## src/rtl/nibble_add_seq.sv

```systemverilog
// rtl/nibble_add_seq.sv - multi-word adder sequenced through one 4-bit ripple slice

module nibble_add_slice (
    input  logic [3:0] a,
    input  logic [3:0] b,
    input  logic       ci,
    output logic [3:0] s,
    output logic       co,
    output logic       c_msb
);

    always_comb begin
        logic [4:0] c;
        c    = '0;
        c[0] = ci;
        s    = '0;
        for (int i = 0; i < 4; i++) begin
            s[i]     = a[i] ^ b[i] ^ c[i];
            c[i + 1] = (a[i] & b[i]) | (c[i] & (a[i] ^ b[i]));
        end
        co    = c[4];
        c_msb = c[3];
    end

endmodule

module nibble_add_seq #(
    parameter int NIBBLES = 4
) (
    input  logic                 clk,
    input  logic                 reset,
    input  logic                 start,
    input  logic [4*NIBBLES-1:0] x,
    input  logic [4*NIBBLES-1:0] y,
    input  logic                 c_in,
    output logic                 busy,
    output logic                 done,
    output logic [4*NIBBLES-1:0] sum,
    output logic                 c_out,
    output logic                 overflow
);

    localparam int W  = 4 * NIBBLES;
    localparam int IW = (NIBBLES > 1) ? $clog2(NIBBLES) : 1;
    localparam logic [IW-1:0] LAST = IW'(NIBBLES - 1);

    typedef enum logic [1:0] {
        IDLE = 2'd0,
        RUN  = 2'd1,
        DONE = 2'd2
    } state_t;

    state_t          state;
    logic [W-1:0]    x_reg;
    logic [W-1:0]    y_reg;
    logic [W-1:0]    work;
    logic [W-1:0]    work_next;
    logic            carry_reg;
    logic [IW-1:0]   idx;
    logic [IW+1:0]   base;
    logic [3:0]      slice_s;
    logic            slice_co;
    logic            slice_c3;

    assign base = {idx, 2'b00};

    nibble_add_slice u_slice (
        .a     (x_reg[base +: 4]),
        .b     (y_reg[base +: 4]),
        .ci    (carry_reg),
        .s     (slice_s),
        .co    (slice_co),
        .c_msb (slice_c3)
    );

    // The final nibble lands in work on the same edge sum is loaded, so sum
    // takes the merged value rather than the stale work register.
    always_comb begin
        work_next             = work;
        work_next[base +: 4]  = slice_s;
    end

    always_ff @(posedge clk) begin
        if (reset) begin
            state     <= IDLE;
            x_reg     <= '0;
            y_reg     <= '0;
            work      <= '0;
            carry_reg <= 1'b0;
            idx       <= '0;
            busy      <= 1'b0;
            done      <= 1'b0;
            sum       <= '0;
            c_out     <= 1'b0;
            overflow  <= 1'b0;
        end else begin
            case (state)
                IDLE, DONE: begin
                    done <= 1'b0;
                    if (start) begin
                        x_reg     <= x;
                        y_reg     <= y;
                        carry_reg <= c_in;
                        idx       <= '0;
                        busy      <= 1'b1;
                        state     <= RUN;
                    end else begin
                        state <= IDLE;
                    end
                end
                RUN: begin
                    work      <= work_next;
                    carry_reg <= slice_co;
                    idx       <= idx + 1'b1;
                    if (idx == LAST) begin
                        state    <= DONE;
                        busy     <= 1'b0;
                        done     <= 1'b1;
                        sum      <= work_next;
                        c_out    <= slice_co;
                        overflow <= slice_c3 ^ slice_co;
                    end
                end
                default: begin
                    state <= IDLE;
                    busy  <= 1'b0;
                    done  <= 1'b0;
                end
            endcase
        end
    end

endmodule

```

## config.mk

```make
export PLATFORM = sky130hd
export DESIGN_NAME = nibble_add_seq
export DESIGN_NICKNAME = d
export VERILOG_FILES = /design/src/rtl/nibble_add_seq.sv
export SDC_FILE = /design/constraint.sdc
export NUM_CORES = 1
export LEC_CHECK = 0
export CAP_MARGIN = 20
export CORE_UTILIZATION = 59
export CTS_BUF_LIST = sky130_fd_sc_hd__clkbuf_4 sky130_fd_sc_hd__clkbuf_8
export CTS_CLUSTER_SIZE = 14
export DETAILED_ROUTE_END_ITERATION = 8
export HOLD_SLACK_MARGIN = 0.05
export PLACE_DENSITY_LB_ADDON = 0.1
export SETUP_SLACK_MARGIN = 0.02
export SYNTH_ARGS = -nofsm -noshare
export SYNTH_HDL_FRONTEND = slang
export SYNTH_SLANG_ARGS = --single-unit
```

## constraint.sdc

```tcl
create_clock -name clk -period 7.4 [get_ports clk]
set_input_delay 1.48 -clock clk [delete_from_list [all_inputs] [get_ports clk]]
set_output_delay 1.48 -clock clk [all_outputs]
set_load 0.02 [all_outputs]
```

==> results of run 1 <==
## cells in the final DEF (no fill, tap or decap), drive strengths merged, types with 3 or more instances in the layout
cell type / instances
mux4: 8
nand3b: 5
fa: 4
ha: 6
dfxtp: 73
clkbuf: 11
inv: 16
a221oi: 16
buf: 4
bufinv: 3
and4bb: 3
a22oi: 8
nor2: 37
a21oi: 37
nor3: 17
nand2: 72
a32oi: 8
clkdlybuf4s50: 54
## worst max-delay path, cell delays in order (launching register included)
cell and delay, ps:
dfxtp_1 850, mux4_2 600, inv_1 90, fa_1 170
inv_1 60, fa_1 380, inv_1 80, fa_1 200
inv_1 60, fa_1 610, a221oi_1 340, nor3_1 80
## worst paths after layout
path / slack [ps] / endpoint / depth (start not counted) / start
worst max register to register: 3720 / sum[3] / 11 / idx[0]
worst min register to register: 450 / x_reg[1] / 2 / x_reg[1]
worst max-delay path: 3720 / sum[3] / 11 / idx[0]
worst min-delay path: 450 / x_reg[1] / 2 / x_reg[1]
## through the flow
step / area (um2) / hold WS, ps / std cells
4_1_cts: 3960 / 456 / 467
6_report: 3970 / 454 / 468
3_5_place_dp: 3710 / 446 / 451
5_1_grt: 3970 / 473 / 468
2_1_floorplan: 3260 / 433 / 354
3_3_place_gp: 3710 / 440 / 451
## power groups by stage
stage | logic (mW) | registers [mW] | clock network [mW]
after floorplan | 0.0733 | 0.422 | 0
after global placement | 0.0992 | 0.427 | 0
after detailed placement | 0.102 | 0.428 | 0
after CTS | 0.102 | 0.419 | 0.384
after global routing | 0.114 | 0.421 | 0.401
final | 0.104 | 0.419 | 0.380
## kinds of logic after synthesis
kind of cell | count (synthesis) | share of synthesized area, %
adder cells (fa/ha/maj) | 10 | 4.76
buffers and inverters | 46 | 7.95
XOR/XNOR | 1 | 0.269
AO/OA/AOI/OAI | 72 | 16.3
AND/OR/NAND/NOR | 144 | 20.3
multiplexers | 8 | 5.53
flip-flops | 73 | 44.9
## routing by layer
| metal | GRT usage [%] | up-vias | wire, um |
|---|---|---|---|
| li1 | - | 1296 | - |
| met1 | 30.1 | 1238 | 2920 |
| met2 | 43.6 | 75 | 3510 |
| met3 | 7.19 | 10 | 287 |
| met4 | 8.85 | 0 | 98 |
| met5 | 0 | - | 0 |
## layout make-up
type,instances,area share (%)
Inverter,16,1.51
Clock inverter,5,2.58
Multi-Input combinational cell,235,38.8
Clock buffer,11,3.65
Sequential cell,73,36.8
Tap cell,70,2.21
Timing Repair Buffer,58,14.5
==> flow_summary.toml, run 1 <==
[run_status]
status = "complete, no violations"

[sta]
hold_violations = 0
fin_crit_sh_pct = 49.7
fin_setup_tns_ps = 0
fmax_mhz = 272
rsz0062_at_grt = "false"
fin_crit_ps = 3680
finClkSkew_ps = 5.65
finalMaxSlewViolations = 0
tightest_slew_ps = 805
setup_viol = 0
worst_slack_ps = 3720
slew_headroom_pct = 46.2

[final_layout]
num-fill-cells = 395
area_delta_synth_final_pct = 21.9
multi_input_area_um2 = 1540
layout-drive-gt1-share_pct = 10.8
fin_util_pct = 76.3
diodes = 0
seq_area_um2 = 1460
nets = 439

[cts]
post_cts_resized = 0
cts_hold_buf = 0
root_buffer = "clkbuf_8"
postCtsSetupBuffers = 0
clkSinkCount = 73
cts_tree = "yes"
cts.clk_slew.worst_paths_ps = 70
cts_max_path_buffers = 2
clkLatencyLatePin_ps = 340
htreeDepth = 3
cts_made_buffers = 9

[logic_synthesis]
ys_types = 34
synth_top_cell_area_share_pct = 44.9
synth_edf_count = 0
synth_common_cells = "73 x dfxtp_1, 72 x nand2_1, 37 x nor2_1, 36 x a21oi_1, 17 x nor3_1"
ys_seq_elements = 73
ys_seq_area_share_pct = 44.9
synthArstFlopShare_pct = 0
ys_warn_count = 0
yosysTopAreaCell = "dfxtp_1"
synth_cells = 354
syn_avg_cell_area_um2 = 9.20
synthTopCellsByArea = "dfxtp_1 45%, nand2_1 8.3%, a21oi_1 5.5%, mux4_2 5.5%, nor2_1 4.3%"
synth.most_common_cell = "dfxtp_1"
synth-main-ff-cell = "dfxtp_1"
syn-num-nets = 400
syn-cell-area_um2 = 3260

[grt]
grt_usage_pct = 25.3
grt_start_max_net_pins = 74
antenna_found_initial = 0
gr-total-overflow = 0
grt_pass1_wl_um = 11600
grt_pass1_vias = 2462

[setup_path]
cp.required_ps = 7610
endpoint_kind = "flip-flop"
crit_path_start_kind = "flip-flop"
path_max_fanout = 17
worstPathArrival_ps = 3880
setup.worst_path.class = "reg -> reg"

[floorplanning]
initial_core_util_pct = 62.6
die_x_um = 76.3
die_area_um2 = 5820
rows = 26
core_um2 = 5200
die_y_um = 76.3
io_pins = 56

[pwr]
internal-power_mw = 0.689
pwr-share-seq_pct = 46.4
power_density_nw_per_um2 = 227
clockPowerShare_pct = 42.1
p_comb_share_pct = 11.5
power.total_mw = 0.902
switching_share_pct = 23.7
ir_drop_v = 0.000161
power.net_switching_mw = 0.214
p_leak_nw = 1.51

[routing]
drt_iter0_drc = 209
vias = 2619
ant_nets = 0
drt_first_pass_iters = 4
routed_wl_um = 6810
viasPerCell = 5.60
drc = 0
wl_per_cell_um = 14.6

[placement]
io_buffers = 55
place.gp.congestion = 0.812
hpwl_um = 4430
detailedPlace.worstSlack_ps = 3780

[job]
max_cap_viol_count = 0

[worst_hold_path]
hold_path_class = "reg -> reg"
Power figures use the tool's default switching activity.
==> run 2: changes to the inputs <==
--- a/config.mk
+++ b/config.mk
@@ -6,7 +6,7 @@
 export NUM_CORES = 1
 export LEC_CHECK = 0
 export CAP_MARGIN = 20
-export CORE_UTILIZATION = 59
+export CORE_UTILIZATION = 49
 export CTS_BUF_LIST = sky130_fd_sc_hd__clkbuf_4 sky130_fd_sc_hd__clkbuf_8
 export CTS_CLUSTER_SIZE = 14
 export DETAILED_ROUTE_END_ITERATION = 8
==> constraint.sdc (replaced) <==
create_clock -name clk -period 3.14 [get_ports clk]
set_input_delay 0.628 -clock clk [delete_from_list [all_inputs] [get_ports clk]]
set_output_delay 0.628 -clock clk [all_outputs]
set_load 0.02 [all_outputs]
==> run 2 against run 1 <==
Non-clock buffer count rose by 6. Combinational power rose by 150%. Sequential power rose by 130%. Clock-buffer cell count did not move. Routed wire length rose by 3.0%. Die area rose by 20%. Sequential cell count did not move. Sequential share of layout area fell by 0.43 points. Critical path depth did not move.
==> flow_summary.toml, run 2 (synthesized netlist as in run 1, its figures left out) <==
[cts]
root_buffer = "clkbuf_8"
clkLatencyLatePin_ps = 350
htreeDepth = 3
cts_max_path_buffers = 2
cts.clk_slew.worst_paths_ps = 80
clkSinkCount = 73
cts_made_buffers = 9
cts_tree = "yes"

[grt]
gr-total-overflow = 0
grt_start_max_net_pins = 35
grt_pass1_wl_um = 12100
grt_pass1_vias = 2584
grt_usage_pct = 22.1
antenna_found_initial = 0

[setup_path]
path_max_fanout = 8
cp.required_ps = 3370
crit_path_start_kind = "flip-flop"
endpoint_kind = "flip-flop"
r2r_setup_slack_ps = 240
setup.worst_path.class = "reg -> reg"
worstPathArrival_ps = 3140

[floorplanning]
die_y_um = 83.5
io_pins = 56
die_x_um = 83.5
die_area_um2 = 6980
rows = 29
initial_core_util_pct = 51.0
core_um2 = 6390

[run_status]
status = "complete, no violations"

[pwr]
p_leak_nw = 1.54
switching_share_pct = 23.7
power.net_switching_mw = 0.506
pwr-share-seq_pct = 46.0
clockPowerShare_pct = 42.0
ir_drop_v = 0.000522
internal-power_mw = 1.63
p_comb_share_pct = 12.0
power_density_nw_per_um2 = 531

[sta]
fin_setup_tns_ps = 0
rsz0062_at_grt = "false"
fin_crit_ps = 2900
hold_violations = 0
fmax_mhz = 345
slew_headroom_pct = 43.6
finClkSkew_ps = 8.86
setup_viol = 0
fin_crit_sh_pct = 92.4
finalMaxSlewViolations = 0
tightest_slew_ps = 846

[routing]
drt_iter0_drc = 123
wl_per_cell_um = 14.6
routed_wl_um = 7010
viasPerCell = 5.48
vias = 2638
drt_first_pass_iters = 4
drc = 0
ant_nets = 0

[placement]
place.gp.congestion = 0.787
io_buffers = 55
placed_cells = 465
hpwl_um = 4850

[final_layout]
fin_util_pct = 63.0
num-fill-cells = 582
final_cell_mix = "72 x nand2_1, 72 x dfxtp_1, 54 x clkdlybuf4s50_1"
layout-drive-gt1-share_pct = 12.6
nets = 445
area_delta_synth_final_pct = 23.5
seq_area_um2 = 1460
multi_input_area_um2 = 1540
fin_cells = 481
diodes = 0

[job]
max_cap_viol_count = 0

[worst_hold_path]
hold_path_class = "reg -> reg"
## run 2: cell count changes in the layout (fill, tap and decap cells not counted)
cell	change
buf_4	+7
buf_8	-1
dfxtp_1	-1
dfxtp_2	+1
fa_1	-1
fa_2	+1
## run 2: routing by layer
layer / up-vias / track usage, % / routed length, um
li1: 1309 / - / -
met1: 1249 / 26.3 / 3050
met2: 72 / 37.9 / 3560
met3: 8 / 5.64 / 294
met4: 0 / 9.40 / 108
met5: - / 0 / 0
## run 2: cell type report
cell class	count	share of cell area, %
multi-input cells	235	38.3
flip-flops and latches	73	36.4
repair buffers	64	15.2
clock buffers	11	3.61
clock inverters	5	2.55
well taps	77	2.40
inverters	16	1.49
## run 2: worst paths after layout
kind	cells past startpoint	from	to
hold reg to reg	2	y_reg[7]	y_reg[7]
hold / removal	2	y_reg[7]	y_reg[7]
setup reg to reg	11	idx[1]	sum[3]
setup / recovery	11	idx[1]	sum[3]
## run 2: power by group through the flow
stage / Sequential [mW] / Clock [mW] / Combinational (mW)
after global routing: 0.986 / 0.967 / 0.281
after CTS: 0.982 / 0.915 / 0.255
after global placement: 1.00 / 0 / 0.250
final: 0.982 / 0.896 / 0.256
after detailed placement: 1.00 / 0 / 0.255
after floorplan: 0.995 / 0 / 0.173
## run 2: through the flow
step | area [um2] | hold slack (ps) | total power, mW | setup WS, ps
floorplan | 3260 | 433 | 1.17 | 70.3
global placement | 3770 | 447 | 1.25 | 166
detailed placement | 3770 | 446 | 1.26 | 70.1
CTS | 4020 | 455 | 2.15 | 60.2
global route | 4020 | 480 | 2.23 | 46.0
finish | 4020 | 456 | 2.13 | 239
## run 2: critical path, stage by stage, from the launching register on
cell and delay, ps:
dfxtp_1 470, mux4_2 230, inv_1 50, fa_1 380
inv_1 80, fa_1 160, inv_1 50, fa_1 380
inv_1 90, fa_2 530, a221oi_1 310, nor3_1 80
## run 2: what timing repair did
| item | in CTS | in global routing |
|---|---|---|
| buffers inserted | 0 | 0 |
| hold buffers | 0 | 0 |
| setup endpoints to repair | 0 | 7 |
| gates resized for setup | 0 | 2 |
